===== src/rtl/bram_arbiter_if.sv =====
// Signal bundle between the two requesters, the arbiter and one BRAM port.
// The slave modport is the arbiter's view; master is the environment's view.
interface bram_arbiter_if #(
    parameter int P_DATA_WIDTH    = 16,
    parameter int P_ADDRESS_WIDTH = 10
);
    logic                       I_REQ_0;
    logic                       I_REQ_1;
    logic                       I_WE_0;
    logic                       I_WE_1;
    logic [P_ADDRESS_WIDTH-1:0] I_ADDRESS_0;
    logic [P_ADDRESS_WIDTH-1:0] I_ADDRESS_1;
    logic [P_DATA_WIDTH-1:0]    I_DATA_0;
    logic [P_DATA_WIDTH-1:0]    I_DATA_1;
    logic                       O_GRANT_0;
    logic                       O_GRANT_1;
    logic                       O_RVALID_0;
    logic                       O_RVALID_1;
    logic [P_DATA_WIDTH-1:0]    O_RDATA;
    logic                       O_BUSY;
    logic [P_ADDRESS_WIDTH-1:0] O_BRAM_ADDRESS;
    logic [P_DATA_WIDTH-1:0]    O_BRAM_DATA;
    logic                       O_BRAM_WRITE_ENABLE;
    logic [P_DATA_WIDTH-1:0]    I_BRAM_DATA;

    modport slave (
        input  I_REQ_0, I_REQ_1, I_WE_0, I_WE_1,
        input  I_ADDRESS_0, I_ADDRESS_1, I_DATA_0, I_DATA_1,
        input  I_BRAM_DATA,
        output O_GRANT_0, O_GRANT_1, O_RVALID_0, O_RVALID_1,
        output O_RDATA, O_BUSY,
        output O_BRAM_ADDRESS, O_BRAM_DATA, O_BRAM_WRITE_ENABLE
    );

    modport master (
        output I_REQ_0, I_REQ_1, I_WE_0, I_WE_1,
        output I_ADDRESS_0, I_ADDRESS_1, I_DATA_0, I_DATA_1,
        output I_BRAM_DATA,
        input  O_GRANT_0, O_GRANT_1, O_RVALID_0, O_RVALID_1,
        input  O_RDATA, O_BUSY,
        input  O_BRAM_ADDRESS, O_BRAM_DATA, O_BRAM_WRITE_ENABLE
    );
endinterface


===== src/rtl/bram_arbiter.sv =====
// Round-robin arbiter sharing one synchronous-read BRAM port between two requesters.
// All outputs come from registers; O_BUSY is decoded from the registered state.
module bram_arbiter #(
    parameter int P_DATA_WIDTH    = 16,
    parameter int P_ADDRESS_WIDTH = 10
) (
    input logic           I_CLK,
    input logic           I_NRESET,
    bram_arbiter_if.slave bus
);
    localparam logic [1:0] IDLE      = 2'd0;
    localparam logic [1:0] ACCESS    = 2'd1;
    localparam logic [1:0] READ_DATA = 2'd2;

    logic [1:0]                 state;
    logic                       last_grant;
    logic                       owner;
    logic                       owner_we;
    logic                       grant_0;
    logic                       grant_1;
    logic                       rvalid_0;
    logic                       rvalid_1;
    logic                       bram_we;
    logic [P_ADDRESS_WIDTH-1:0] bram_address;
    logic [P_DATA_WIDTH-1:0]    bram_data;
    logic [P_DATA_WIDTH-1:0]    rdata;

    logic                       any_req;
    logic                       pick_1;
    logic                       pick_we;
    logic [P_ADDRESS_WIDTH-1:0] pick_address;
    logic [P_DATA_WIDTH-1:0]    pick_data;

    always_comb begin
        any_req      = bus.I_REQ_0 | bus.I_REQ_1;
        // Requester 1 wins alone, or on a tie when requester 0 was granted last.
        pick_1       = bus.I_REQ_1 & (~bus.I_REQ_0 | ~last_grant);
        pick_we      = pick_1 ? bus.I_WE_1      : bus.I_WE_0;
        pick_address = pick_1 ? bus.I_ADDRESS_1 : bus.I_ADDRESS_0;
        pick_data    = pick_1 ? bus.I_DATA_1    : bus.I_DATA_0;
    end

    always_ff @(posedge I_CLK or negedge I_NRESET) begin
        if (!I_NRESET) begin
            state        <= IDLE;
            last_grant   <= 1'b1;
            owner        <= 1'b0;
            owner_we     <= 1'b0;
            grant_0      <= 1'b0;
            grant_1      <= 1'b0;
            rvalid_0     <= 1'b0;
            rvalid_1     <= 1'b0;
            bram_we      <= 1'b0;
            bram_address <= '0;
            bram_data    <= '0;
            rdata        <= '0;
        end else begin
            grant_0  <= 1'b0;
            grant_1  <= 1'b0;
            rvalid_0 <= 1'b0;
            rvalid_1 <= 1'b0;
            case (state)
                IDLE: begin
                    if (any_req) begin
                        owner        <= pick_1;
                        last_grant   <= pick_1;
                        owner_we     <= pick_we;
                        bram_we      <= pick_we;
                        bram_address <= pick_address;
                        bram_data    <= pick_data;
                        grant_0      <= ~pick_1;
                        grant_1      <= pick_1;
                        state        <= ACCESS;
                    end
                end
                ACCESS: begin
                    bram_we <= 1'b0;
                    state   <= owner_we ? IDLE : READ_DATA;
                end
                READ_DATA: begin
                    // BRAM output is valid now; capture it so O_RDATA holds afterwards.
                    rdata    <= bus.I_BRAM_DATA;
                    rvalid_0 <= ~owner;
                    rvalid_1 <= owner;
                    state    <= IDLE;
                end
                default: begin
                    bram_we <= 1'b0;
                    state   <= IDLE;
                end
            endcase
        end
    end

    assign bus.O_GRANT_0           = grant_0;
    assign bus.O_GRANT_1           = grant_1;
    assign bus.O_RVALID_0          = rvalid_0;
    assign bus.O_RVALID_1          = rvalid_1;
    assign bus.O_RDATA             = rdata;
    assign bus.O_BUSY              = (state != IDLE);
    assign bus.O_BRAM_ADDRESS      = bram_address;
    assign bus.O_BRAM_DATA         = bram_data;
    assign bus.O_BRAM_WRITE_ENABLE = bram_we;
endmodule


===== src/flat_wrapper.sv =====
// flat-port wrapper written by rule: the top's interface ports become plain ports
module bram_arbiter_flat 
#(
    parameter int P_DATA_WIDTH    = 16,
    parameter int P_ADDRESS_WIDTH = 10
)
  (I_CLK, I_NRESET, bus_I_REQ_0, bus_I_REQ_1, bus_I_WE_0, bus_I_WE_1, bus_I_ADDRESS_0, bus_I_ADDRESS_1, bus_I_DATA_0, bus_I_DATA_1, bus_I_BRAM_DATA, bus_O_GRANT_0, bus_O_GRANT_1, bus_O_RVALID_0, bus_O_RVALID_1, bus_O_RDATA, bus_O_BUSY, bus_O_BRAM_ADDRESS, bus_O_BRAM_DATA, bus_O_BRAM_WRITE_ENABLE);
  bram_arbiter_if #(.P_DATA_WIDTH(P_DATA_WIDTH), .P_ADDRESS_WIDTH(P_ADDRESS_WIDTH)) bus_i ();
  input logic I_CLK;
  input logic I_NRESET;
  input wire logic [$bits(bus_i.I_REQ_0)-1:0] bus_I_REQ_0;
  input wire logic [$bits(bus_i.I_REQ_1)-1:0] bus_I_REQ_1;
  input wire logic [$bits(bus_i.I_WE_0)-1:0] bus_I_WE_0;
  input wire logic [$bits(bus_i.I_WE_1)-1:0] bus_I_WE_1;
  input wire logic [$bits(bus_i.I_ADDRESS_0)-1:0] bus_I_ADDRESS_0;
  input wire logic [$bits(bus_i.I_ADDRESS_1)-1:0] bus_I_ADDRESS_1;
  input wire logic [$bits(bus_i.I_DATA_0)-1:0] bus_I_DATA_0;
  input wire logic [$bits(bus_i.I_DATA_1)-1:0] bus_I_DATA_1;
  input wire logic [$bits(bus_i.I_BRAM_DATA)-1:0] bus_I_BRAM_DATA;
  output wire logic [$bits(bus_i.O_GRANT_0)-1:0] bus_O_GRANT_0;
  output wire logic [$bits(bus_i.O_GRANT_1)-1:0] bus_O_GRANT_1;
  output wire logic [$bits(bus_i.O_RVALID_0)-1:0] bus_O_RVALID_0;
  output wire logic [$bits(bus_i.O_RVALID_1)-1:0] bus_O_RVALID_1;
  output wire logic [$bits(bus_i.O_RDATA)-1:0] bus_O_RDATA;
  output wire logic [$bits(bus_i.O_BUSY)-1:0] bus_O_BUSY;
  output wire logic [$bits(bus_i.O_BRAM_ADDRESS)-1:0] bus_O_BRAM_ADDRESS;
  output wire logic [$bits(bus_i.O_BRAM_DATA)-1:0] bus_O_BRAM_DATA;
  output wire logic [$bits(bus_i.O_BRAM_WRITE_ENABLE)-1:0] bus_O_BRAM_WRITE_ENABLE;
  assign bus_i.I_REQ_0 = bus_I_REQ_0;
  assign bus_i.I_REQ_1 = bus_I_REQ_1;
  assign bus_i.I_WE_0 = bus_I_WE_0;
  assign bus_i.I_WE_1 = bus_I_WE_1;
  assign bus_i.I_ADDRESS_0 = bus_I_ADDRESS_0;
  assign bus_i.I_ADDRESS_1 = bus_I_ADDRESS_1;
  assign bus_i.I_DATA_0 = bus_I_DATA_0;
  assign bus_i.I_DATA_1 = bus_I_DATA_1;
  assign bus_i.I_BRAM_DATA = bus_I_BRAM_DATA;
  assign bus_O_GRANT_0 = bus_i.O_GRANT_0;
  assign bus_O_GRANT_1 = bus_i.O_GRANT_1;
  assign bus_O_RVALID_0 = bus_i.O_RVALID_0;
  assign bus_O_RVALID_1 = bus_i.O_RVALID_1;
  assign bus_O_RDATA = bus_i.O_RDATA;
  assign bus_O_BUSY = bus_i.O_BUSY;
  assign bus_O_BRAM_ADDRESS = bus_i.O_BRAM_ADDRESS;
  assign bus_O_BRAM_DATA = bus_i.O_BRAM_DATA;
  assign bus_O_BRAM_WRITE_ENABLE = bus_i.O_BRAM_WRITE_ENABLE;
  bram_arbiter #(.P_DATA_WIDTH(P_DATA_WIDTH), .P_ADDRESS_WIDTH(P_ADDRESS_WIDTH)) u_core (.I_CLK(I_CLK), .I_NRESET(I_NRESET), .bus(bus_i));
endmodule

===== config.mk =====
export PLATFORM = sky130hd
export DESIGN_NAME = bram_arbiter_flat
export DESIGN_NICKNAME = d
export VERILOG_FILES = /design/src/rtl/bram_arbiter_if.sv /design/src/rtl/bram_arbiter.sv /design/src/flat_wrapper.sv
export SDC_FILE = /design/constraint.sdc
export NUM_CORES = 1
export LEC_CHECK = 0
export ABC_AREA = 1
export CELL_PAD_IN_SITES_DETAIL_PLACEMENT = 1
export CELL_PAD_IN_SITES_GLOBAL_PLACEMENT = 1
export CORE_MARGIN = 2
export CORE_UTILIZATION = 28
export CTS_BUF_LIST = sky130_fd_sc_hd__clkbuf_16
export CTS_CLUSTER_DIAMETER = 100
export CTS_CLUSTER_SIZE = 24
export DETAILED_ROUTE_END_ITERATION = 10
export GPL_TIMING_DRIVEN = 0
export PLACE_DENSITY = 0.91
export SLEW_MARGIN = 20
export SYNTH_ARGS = -nofsm -noshare
export SYNTH_HDL_FRONTEND = slang
export SYNTH_SLANG_ARGS = --single-unit

===== constraint.sdc =====
create_clock -name I_CLK -period 1.5 [get_ports I_CLK]
set_clock_uncertainty 0.1 [all_clocks]
set_input_delay 0.3 -clock I_CLK [delete_from_list [all_inputs] [get_ports I_CLK]]
set_output_delay 0.3 -clock I_CLK [all_outputs]
set_load 0.03 [all_outputs]

==> summary.md <==
| Metric | Value |
|---|---|
| Peak VDD IR | `0.808 mV` |
| Vias/cell | `4.61` |
| Finish-stage setup viols | `1` |
| Gr usage total | `0.171` |
| Fin cells | `539` |
| Clock sinks | `52` |
| Commonest cells after routing, fill and taps aside | `nand2_1 (142), clkdlybuf4s50_1 (71), dfrtp_1 (51), dlygate4sd2_1 (47), nand3_1 (43)` |
| Slowest-stage cell, CP | `dfrtp_1` |
| Worst slack, placed | `-0.437 ns` |
| Fmax | `659 MHz` |
| Final HPWL DP | `6150 microns` |
| Chip height | `97.0 microns` |
| Max incr delay on CP | `0.37 ns` |
| Antenna violations before repair | `0` |
| Vias in the first global route | `2649` |
| Crit path required time | `1.10 ns` |
| Register area share after synthesis | `0.538` |
| Worst slew pin tran | `0.673 ns` |
| Lkg Pwr | `2.07 nW` |
| Final critical-path share of the clock period | `1.01` |
| Final hold viol count | `0` |
| Placeable Area | `8300 sq um` |
| Final WS setup | `-0.0164 ns` |
| CTS tree | `yes` |
| Synth Instances | `303` |
| Total Power | `7.87 mW` |
| Inserted Clock Buffers | `5` |
| Cell area after synthesis | `2420 sq um` |
| Worst hold path type | `reg -> reg` |
| CP max FO | `10` |
| Post-synth top area cell | `dfrtp_1` |
| Syn Nets | `377` |
| Final Util | `0.470` |
| Worst path arrival time | `1.12 ns` |
| Yosys top cell area share | `0.527` |
| GRT overflow | `0` |
| Top post-synthesis cells by area | `dfrtp_1 (53%), nand2_1 (22%), nand3_1 (9.1%)` |
| Leading cell type in the layout, fill and taps excluded | `nand2_1` |
| Die area | `9400 sq um` |
| First drt pass iteration count | `4` |
| Critical Path, Cell by Cell | `buf_6 > inv_2 > nand2_4 > buf_2` |
| DR vias | `2484` |
| WL final | `8070 microns` |
| #FFs+latches synth | `52` |
| CTS clk-pin slew, worst paths | `0.06 ns` |
| DRC violations left | `0` |
| Routed length per instance | `15.0 microns` |
| RSZ-0062 raised after global routing | `yes` |
| Placed cells | `529` |
| Port Buffer Count | `121` |
| Fin. max-slew vios | `0` |
| Violated checks | `negative setup slack` |
| H-Tree Depth | `2` |
| Row cnt | `33` |
| Final Instance Area | `3900 sq um` |
| Routability cong. | `0.759` |
| Initial core utilization | `0.292` |
| Die Span X | `97.0 microns` |
| Area post-placement | `3760 sq um` |
| Status | `complete, but fails checks` |
| Iteration-0 DRC Markers | `53` |
| Avg Cell Area, Syn | `7.99 sq um` |
| Share of layout cells above drive strength 1 | `0.0806` |
| CTS max path bufs | `2` |
| Buf/Inv on CP | `3` |
| Setup TNS Final | `-0.0164 ns` |
| Rel. slew slack | `0.551` |
| Final #Nets | `507` |
| Max cap viols | `0` |
| # diodes | `0` |
| Startpoint Class | `flip-flop` |
| Top delay family on crit path | `buffers and inverters` |
| IO Pins | `122` |
| Largest net degree at the start of global routing | `53` |
| CTS root buf | `clkbuf_16` |
| Yosys cell types | `17` |
| ANT nets after route | `0` |
| Power per cell area | `2010 nW/um^2` |
| Area Overhead vs Synth | `61.3%` |
| Fin crit period | `1.52 ns` |
| Clock Latency Late Sink | `0.28 ns` |
| CP Capture Type | `primary output` |
| WS Path Type | `reg -> out` |
| Synth Warn # | `0` |
| First-pass GRT wire length | `13200 microns` |
| Hold WS | `0.323 ns` |
## metal layers
metal / routed length (microns) / global-route usage / vias up
li1: - / - / 1202
met1: 3310 / 0.198 / 1192
met2: 4160 / 0.314 / 82
met3: 478 / 0.0426 / 8
met4: 110 / 0.0423 / 0
met5: 0 / 0 / -
## power by group
| group | switching (mW) | total, mW | internal [mW] |
|---|---|---|---|
| clock network | 0.466 | 1.07 | 0.601 |
| registers | 0.351 | 2.45 | 2.10 |
| logic | 2.87 | 4.35 | 1.48 |
| total | 3.69 | 7.87 | 4.17 |
## final timing paths
check,cells past startpoint,slack (ns),end,start
min in group asynchronous,2,0.51,u_core.bus.O_RDATA[0],I_NRESET
max,4,-0.02,bus_O_BUSY,u_core.state[1]
min,1,0.32,u_core.bus.O_RVALID_0,u_core.owner
max in group asynchronous,2,0.36,u_core.bus.O_BRAM_ADDRESS[2],I_NRESET
min reg2reg,1,0.32,u_core.bus.O_RVALID_0,u_core.owner
max reg2reg,6,0.08,u_core.bus.O_RDATA[11],u_core.state[0]
## final cells by class
class | instances | area [sq um]
Buffer | 18 | 148
Clock buffer | 5 | 125
Clock inverter | 3 | 11.3
Fill cell | 998 | 4400
Inverter | 19 | 71.3
Multi-Input combinational cell | 213 | 945
Sequential cell | 52 | 1300
Tap cell | 105 | 131
Timing Repair Buffer | 124 | 1170
## state kept, by name, indices dropped and copies added (netlist names)
register / count
u_core.bus.O_BRAM_DATA: 16
u_core.bus.O_RDATA: 16
u_core.bus.O_BRAM_ADDRESS: 10
u_core.state: 2
u_core.bus.O_BRAM_WRITE_ENABLE: 1
u_core.bus.O_GRANT_0: 1
u_core.bus.O_GRANT_1: 1
u_core.bus.O_RVALID_0: 1
u_core.bus.O_RVALID_1: 1
u_core.last_grant: 1
u_core.owner: 1
u_core.owner_we: 1
## synth_stat cells
cell / count
nand2_1: 144
buf_2: 13
nand3b_1: 14
nand2_2: 2
a21oi_1: 1
inv_2: 2
dfrtp_1: 51
buf_4: 1
buf_6: 4
nor2_4: 1
nor2_1: 4
dfstp_2: 1
o21ai_0: 2
clkbuf_1: 1
nand3_1: 44
nor3_1: 1
inv_1: 17
## timing repair
action,4_1_cts,5_1_grt
gates resized for setup,60,12
pin swaps,1,1
endpoints found under the hold margin,51,0
setup buffers,2,0
hold buffers,1,0
setup endpoints to repair,69,24
## logic make-up (layout without fill, tap and decap cells)
logic type,count (synthesis),after routing,synth area share
flip-flops,52,52,0.538
AO/OA/AOI/OAI,3,3,0.00620
AND/OR/NAND/NOR,210,210,0.376
buffers and inverters,38,169,0.0796
## worst register-to-register path: cells and delay by family (launching register included)
kind	cells	cell delay (ns)
AND/OR/NAND/NOR	3	0.28
buffers and inverters	3	0.57
flip-flops	1	0.36
(Power assumes the default switching activity.)
